`src/rtl/gigatron_video_out.sv`:
```
// Gigatron OUT/XOUT port: registered VGA pins, LED latch, frame counter
// and hsync line-period monitor.
module gigatron_video_out #(
  parameter int unsigned LINE_MIN = 190,
  parameter int unsigned LINE_MAX = 210,
  parameter int unsigned CNT_W    = 12
) (
  input  logic       i_Clk,
  input  logic       i_Reset,
  input  logic       i_Out_Write,
  input  logic [7:0] i_Out_Data,
  input  logic [7:0] i_Acc,
  output logic       o_VGA_HSync,
  output logic       o_VGA_VSync,
  output logic [2:0] o_VGA_Red,
  output logic [2:0] o_VGA_Grn,
  output logic [2:0] o_VGA_Blu,
  output logic [7:0] o_Xout,
  output logic [7:0] o_Frame_Count,
  output logic       o_Line_Ok
);

  // One extra bit so line_cnt+1 cannot wrap when the counter is saturated.
  localparam int unsigned PER_W = CNT_W + 1;
  localparam logic [CNT_W-1:0] CNT_MAX = '1;
  localparam logic [7:0] OUT_IDLE = 8'hC0;

  logic [7:0]       out_reg;
  logic [CNT_W-1:0] line_cnt;
  logic             armed;

  logic             h_rise_c;
  logic             h_fall_c;
  logic             v_fall_c;
  logic [PER_W-1:0] period_c;
  logic             period_ok_c;
  logic             blank_c;

  // 2-bit colour to 3-bit pin value, replicating the MSB into the LSB.
  function automatic logic [2:0] expand(input logic [1:0] c);
    return {c[1], c[0], c[1]};
  endfunction

  // Sync edges from old OUT value against the byte being written.
  always_comb begin
    h_rise_c    = 1'b0;
    h_fall_c    = 1'b0;
    v_fall_c    = 1'b0;
    if (i_Out_Write) begin
      h_rise_c = !out_reg[6] &&  i_Out_Data[6];
      h_fall_c =  out_reg[6] && !i_Out_Data[6];
      v_fall_c =  out_reg[7] && !i_Out_Data[7];
    end
    period_c    = PER_W'(line_cnt) + PER_W'(1);
    period_ok_c = (period_c >= PER_W'(LINE_MIN)) && (period_c <= PER_W'(LINE_MAX));
    blank_c     = !out_reg[6] || !out_reg[7];
  end

  // OUT register.
  always_ff @(posedge i_Clk) begin
    if (i_Reset) begin
      out_reg <= OUT_IDLE;
    end else if (i_Out_Write) begin
      out_reg <= i_Out_Data;
    end
  end

  // VGA pins, one clock behind out_reg so syncs and colours stay aligned.
  always_ff @(posedge i_Clk) begin
    if (i_Reset) begin
      o_VGA_HSync <= 1'b1;
      o_VGA_VSync <= 1'b1;
      o_VGA_Red   <= 3'd0;
      o_VGA_Grn   <= 3'd0;
      o_VGA_Blu   <= 3'd0;
    end else begin
      o_VGA_HSync <= out_reg[6];
      o_VGA_VSync <= out_reg[7];
      o_VGA_Red   <= blank_c ? 3'd0 : expand(out_reg[1:0]);
      o_VGA_Grn   <= blank_c ? 3'd0 : expand(out_reg[3:2]);
      o_VGA_Blu   <= blank_c ? 3'd0 : expand(out_reg[5:4]);
    end
  end

  // XOUT latch samples the accumulator on hsync rise.
  always_ff @(posedge i_Clk) begin
    if (i_Reset) begin
      o_Xout <= 8'h00;
    end else if (h_rise_c) begin
      o_Xout <= i_Acc;
    end
  end

  // Frame counter on vsync fall, wraps mod 256.
  always_ff @(posedge i_Clk) begin
    if (i_Reset) begin
      o_Frame_Count <= 8'd0;
    end else if (v_fall_c) begin
      o_Frame_Count <= o_Frame_Count + 8'd1;
    end
  end

  // Line monitor: judge period on each armed hsync fall, flag a stalled sync.
  always_ff @(posedge i_Clk) begin
    if (i_Reset) begin
      line_cnt  <= '0;
      armed     <= 1'b0;
      o_Line_Ok <= 1'b0;
    end else begin
      if (line_cnt != CNT_MAX) begin
        line_cnt <= line_cnt + CNT_W'(1);
      end
      if (h_fall_c) begin
        if (armed) begin
          o_Line_Ok <= period_ok_c;
        end
        line_cnt <= '0;
        armed    <= 1'b1;
      end else if (line_cnt == CNT_MAX) begin
        o_Line_Ok <= 1'b0;
      end
    end
  end

endmodule

```
`config.mk`:
```
export PLATFORM = sky130hd
export DESIGN_NAME = gigatron_video_out
export DESIGN_NICKNAME = d
export VERILOG_FILES = /design/src/rtl/gigatron_video_out.sv
export SDC_FILE = /design/constraint.sdc
export NUM_CORES = 1
export LEC_CHECK = 0
export BUFFER_PORTS_ARGS = -buffer_cell sky130_fd_sc_hd__buf_2
export CORE_ASPECT_RATIO = 2
export CORE_UTILIZATION = 47
export DETAILED_ROUTE_END_ITERATION = 8
export PLACE_DENSITY = 0.81
export SLEW_MARGIN = 20
export SYNTH_ARGS = -nofsm -noshare
export SYNTH_HDL_FRONTEND = slang
export SYNTH_SLANG_ARGS = --single-unit
```
`constraint.sdc`:
```
create_clock -name i_Clk -period 1.55 [get_ports i_Clk]
set_input_delay 0.155 -clock i_Clk [delete_from_list [all_inputs] [get_ports i_Clk]]
set_output_delay 0.155 -clock i_Clk [all_outputs]
set_load 0.05 [all_outputs]
```
==> results_dict.tcl, run 1 <==
set metrics [dict create \
    htreeDepth 2 \
    drc 0 \
    worstPathCellList "inv_1, ha_1, o221ai_1, o221ai_1, a32oi_1, o21ai_1" \
    grt_max_degree 23 \
    coreArea_um2 4090 \
    regMostFlops "line_cnt" \
    dieArea_um2 4560 \
    period_share_pct 94.0 \
    first_pass_iters 4 \
    cts_buffer_depth 2 \
    finalHoldViolCount 0 \
    ios 47 \
    cp.arrival_ns 1.64 \
    rows 33 \
    cp_max_fo 4 \
    gp_congestion 1.02 \
    busiest_layer "met2" \
    syn_area_um2 2010 \
    final_nets 297 \
    clkSinkCount 46 \
    cts_buffers 5 \
    cts_hold_buf 0 \
    worst_setup_path_end_kind "flip-flop" \
    synth_common_cells "dfxtp_1 (46), nor2_1 (33), mux2i_1 (17)" \
    synth_seq_cells 46 \
    wl_per_cell_um 13.5 \
    dieHeight_um 94.5 \
    synth_nets 234 \
    register_area_um2 936 \
    skew_ns 0.00634 \
    start_util_pct 49.2 \
    die_x_um 48.2 \
    globalRouteMet2Util_pct 36.8 \
    postRouteAntennaNets 0 \
    max_stage_delay_ns 0.38 \
    avgSynthCellArea_um2 9.48 \
    via_count 1699 \
    hp-start "i_Out_Data[7]" \
    yosysSeqAreaShare_pct 45.8 \
    synth_edf_count 0 \
    grt_pass1_wl_um 6770 \
    slew_headroom_pct 66.6 \
    antenna_found_initial 0 \
    crit_top_cell "o221ai_1" \
    clkTransAtPathRegs_ns 0.08 \
    ys_top_cells_by_area "dfxtp_1 (46%), mux2i_1 (8.5%), nor2_1 (6.2%), xnor2_1 (3.5%), xor2_1 (3.1%)" \
    crit_type "reg -> reg" \
    dp_hpwl_um 3470 \
    grt_use_met1_pct 20.6 \
    ys_async_sr_fraction_pct 0 \
    hold_class "in -> reg" \
    largest_register_ffs 12 \
    cts_tree "yes" \
    timing.rr.start "line_cnt[1]" \
    yosys.area.top_type_share_pct 45.8 \
    n_antenna_cell 0 \
    via_per_inst 5.18 \
    cts_root_buf "clkbuf_8" \
    syn2layout_area_growth_pct 27.5 \
    synth_warnings 0 \
    p_leak_nw 1.20 \
    final_cells 328 \
    nFillCells 339 \
    io_buffers 46 \
    clock_latency_ns 0.30 \
    status "finished clean" \
    finalPower_mw 2.18 \
    timing.critical_path.from "line_cnt[1]" \
    post-synth-top-count-cell "dfxtp_1" \
    dp.cells 318 \
    worst_pin_slew_ns 0.500 \
    yosys_most_used_dff "dfxtp_1" \
    yosys.area.top_type "dfxtp_1" \
    netlist_instances 212 \
    power_density_nw_per_um2 850 \
    peakVddDrop_mv 0.641 \
    fmax_mhz 686 \
    finalCriticalPeriod_ns 1.46 \
    grt_overflow 0 \
    grt_pass1_vias 1558 \
    yosys.cell_types.count 39 \
    drtIter0Drc 37 \
    setup_viol 0 \
    slew_viol_final 0 \
    max_cap_viol_count 0 \
    grt_usage_pct 21.4 \
    drt_wl_total_um 4430 \
    multi_input_area_um2 1040 \
    drive_above_1_share_pct 37.3 \
    start_kind "flip-flop" \
    crit_slowest_cell "dfxtp_4" \
    critPathRequiredTime_ns 1.74 \
    gr-usage-met3_pct 4.02 \
]
## cell usage in the layout, fill, tap and decap left out, types with 3 or more instances in the layout
master	n
buf_4	26
xnor2_1	6
xor2_1	7
mux2i_1	17
inv_1	3
a21oi_1	7
nand2_1	9
a211oi_1	3
and3_1	3
dfxtp_1	38
or2_2	3
nand3_1	5
buf_2	46
nand4_1	4
o21ai_0	3
nor2_1	33
dfxtp_2	6
clkbuf_8	5
and2_1	7
clkbuf_1	3
and4_1	3
## worst paths after layout
check	to	slack [ns]	cells past startpoint
max	o_Line_Ok	0.09	6
min	out_reg[7]	0.09	3
max reg2reg	o_Line_Ok	0.09	6
min reg2reg	o_VGA_Red[0]	0.46	1
## metrics by stage
stage | worst slack (ns) | area [um^2] | util (%) | hold WS (ns) | setup TNS (ns)
6_report | 0.0932 | 2560 | 62.7 | 0.0933 | 0
5_1_grt | -0.00124 | 2560 | 62.7 | 0.0903 | -0.00124
4_1_cts | 0.0211 | 2490 | 61.0 | 0.0858 | 0
3_5_place_dp | -0.0368 | 2400 | 58.7 | 0.395 | -0.0368
3_3_place_gp | -0.0116 | 2400 | 58.7 | 0.383 | -0.0116
2_1_floorplan | 0.00372 | 2030 | - | 0.283 | 0
## area by class of cell
class,count,share of cell area [%]
multi-input combinational,145,40.4
timing repair buffer,72,16.6
clock buffer,8,3.13
sequential,46,36.5
tap,52,2.54
inverter,5,0.733
## kinds of logic (layout without fill, tap and decap cells)
| group | after synthesis | count (layout) | share of synthesized area (%) |
|---|---|---|---|
| multiplexers | 17 | 17 | 8.47 |
| flip-flops | 46 | 46 | 45.8 |
| XOR/XNOR | 15 | 15 | 6.54 |
| buffers and inverters | 21 | 85 | 5.54 |
| adder cells (fa/ha/maj) | 3 | 3 | 1.87 |
| AO/OA/AOI/OAI | 24 | 24 | 8.22 |
| AND/OR/NAND/NOR | 86 | 86 | 23.5 |
## repair_timing
action,in CTS,in global routing
setup buffers,0,2
resized for setup,2,16
setup endpoints to repair,2,2
cloned,0,0
pin swaps,0,3
## metal layers
layer | routed length [um] | share of wire [%]
met5 | 0 | 0
met3 | 121 | 2.7
met4 | 187 | 4.2
met1 | 1610 | 36
met2 | 2510 | 57
## critical path, delay by kind of cell (launching register included)
family / cells / cell delay (ns)
AOI/OAI and AO/OA: 4 / 0.61
adders and majority gates: 1 / 0.30
buffers and inverters: 1 / 0.05
DFF: 1 / 0.38
## power breakdown
group | internal (mW) | leakage [nW] | switching (mW)
sequential | 1.21 | 0.378 | 0.0245
combinational | 0.0964 | 0.786 | 0.152
clock | 0.321 | 0.0395 | 0.370
total | 1.63 | 1.20 | 0.546
No activity file was read; power rests on OpenSTA's default activity.
==> run 2, diff against run 1 <==
--- a/config.mk
+++ b/config.mk
@@ -7,9 +7,9 @@
 export LEC_CHECK = 0
 export BUFFER_PORTS_ARGS = -buffer_cell sky130_fd_sc_hd__buf_2
 export CORE_ASPECT_RATIO = 2
-export CORE_UTILIZATION = 47
+export CORE_UTILIZATION = 55
 export DETAILED_ROUTE_END_ITERATION = 8
-export PLACE_DENSITY = 0.81
+export PLACE_DENSITY = 0.88
 export SLEW_MARGIN = 20
 export SYNTH_ARGS = -nofsm -noshare
 export SYNTH_HDL_FRONTEND = slang
==> constraint.sdc (replaced) <==
create_clock -name i_Clk -period 1.7 [get_ports i_Clk]
set_input_delay 0.17 -clock i_Clk [delete_from_list [all_inputs] [get_ports i_Clk]]
set_output_delay 0.17 -clock i_Clk [all_outputs]
set_load 0.05 [all_outputs]
==> run 2 against run 1 <==
Clock skew is 0.0012 ns lower. Die area is 14% lower. Routed wire length is 4.6% lower. Non-clock buffer count is 17 lower. Global-route usage is 2.9 points higher. Maximum frequency is 8.4% lower. Cell area is 6.1% lower. Critical endpoint unchanged. Worst hold slack better by 0.014 ns. Critical path type unchanged.
==> results_dict.tcl, run 2 (synthesis results as in run 1) <==
set metrics [dict create \
    hold-worst-slack_ns 0.107 \
    max_cap_viol_count 0 \
    cts_root_buf "clkbuf_8" \
    htreeDepth 2 \
    cp.arrival_ns 1.77 \
    largest_register_ffs 12 \
    ios 47 \
    n_antenna_cell 0 \
    finalCriticalPeriod_ns 1.59 \
    peakVddDrop_mv 0.788 \
    grt_usage_pct 24.3 \
    grt_pass1_vias 1551 \
    mostFrequentLayoutCell "buf_2" \
    clkTransAtPathRegs_ns 0.08 \
    drt_wl_total_um 4230 \
    io_buffers 46 \
    fin_setup_tns_ns 0 \
    hold_class "in -> reg" \
    drive_above_1_share_pct 30.1 \
    regMostFlops "line_cnt" \
    cp_max_fo 5 \
    slew_headroom_pct 67.4 \
    p_leak_nw 1.11 \
    placed_cell_area_um2 2270 \
    syn2layout_area_growth_pct 19.7 \
    dp_hpwl_um 3230 \
    p_seq_share_pct 56.3 \
    via_count 1638 \
    period_share_pct 93.6 \
    start_kind "flip-flop" \
    post_cts_buffers 0 \
    power_switching_mw 0.491 \
    gp_congestion 0.934 \
    pwr-share-comb_pct 10.8 \
    setup_viol 0 \
    p_int_mw 1.52 \
    drc 0 \
    crit_type "reg -> reg" \
    pwr-share-clk_pct 32.9 \
    worst_setup_path_end_kind "flip-flop" \
    final_nets 280 \
    finish.instance_area_um2 2400 \
    dieArea_um2 3910 \
    antenna_found_initial 0 \
    worst_pin_slew_ns 0.487 \
    nFillCells 287 \
    grt_setup_unrepaired "false" \
    dieHeight_um 87.5 \
    wl_per_cell_um 13.8 \
    power_density_nw_per_um2 835 \
    finalHoldViolCount 0 \
    clkSinkCount 46 \
    cts_tree "yes" \
    grt_overflow 0 \
    rows 30 \
    slew_viol_final 0 \
    finalPower_mw 2.01 \
    skew_ns 0.00518 \
    cts_hold_buf 0 \
    final_cells 307 \
    layout_common_cells "buf_2 (46), dfxtp_1 (42), nor2_1 (33), mux2i_1 (17)" \
    clock_latency_ns 0.29 \
    die_x_um 44.7 \
    via_per_inst 5.34 \
    grt_max_degree 24 \
    cts.repair.resized 0 \
    fmax_mhz 629 \
    first_pass_iters 4 \
    drtIter0Drc 43 \
    cts_buffer_depth 2 \
    coreArea_um2 3450 \
    start_util_pct 58.2 \
    postRouteAntennaNets 0 \
    grt_pass1_wl_um 6970 \
    cts_buffers 5 \
    status "finished clean" \
    switching_share_pct 24.5 \
    dp.cells 299 \
    critPathRequiredTime_ns 1.88 \
]
## run 2: changes by cell type in the layout (fill, tap and decap cells not counted), sizes merged
cell / previous run / this run
buf: 72 / 55
clkbuf: 8 / 7
clkinv: 0 / 1
## run 2: final timing paths
check	startpoint	endpoint	slack, ns	depth (start not counted)
worst max-delay path	line_cnt[0]	o_Line_Ok	0.11	7
worst min-delay path	i_Acc[3]	o_Xout[3]	0.11	3
worst max register to register	line_cnt[0]	o_Line_Ok	0.11	7
worst min register to register	out_reg[2]	o_VGA_Grn[1]	0.46	1
## run 2: metal layers
layer	up-vias	GRT usage (%)	wire, um
li1	816	-	-
met2	52	42.8	2420
met5	-	0	0
met4	0	15.2	170
met1	753	25.1	1490
met3	17	4.36	139
## run 2: worst max-delay path: stages (launching register included)
cell and delay, ns:
dfxtp_1 0.42, ha_4 0.19, buf_4 0.14, inv_1 0.09
a211oi_2 0.22, nor3b_1 0.08, o2111ai_1 0.26, o21ai_1 0.09
## run 2: metrics by stage
step / util [%] / setup WS, ns
floorplan: - / 0.0122
global placement: 65.9 / 0.0733
detailed placement: 65.9 / 0.0477
CTS: 68.5 / 0.0222
global route: 69.6 / 0.0169
finish: 69.6 / 0.109
## run 2: final cells by class
| class | instances | area, um^2 | area share, % |
|---|---|---|---|
| Clock buffer | 7 | 86.3 | 3.59 |
| Clock inverter | 1 | 5.00 | 0.208 |
| Inverter | 5 | 18.8 | 0.780 |
| Multi-Input combinational cell | 145 | 1010 | 42.0 |
| Sequential cell | 46 | 926 | 38.5 |
| Tap cell | 48 | 60.1 | 2.50 |
| Timing Repair Buffer | 55 | 298 | 12.4 |
## run 2: power by group through the flow
stage                     clock network [mW]  logic, mW  registers [mW]
after floorplan                            0      0.108            1.19
after global placement                     0      0.211            1.15
after global routing                   0.720      0.233            1.13
final                                  0.661      0.216            1.13
after CTS                              0.678      0.217            1.13
after detailed placement                   0      0.215            1.15
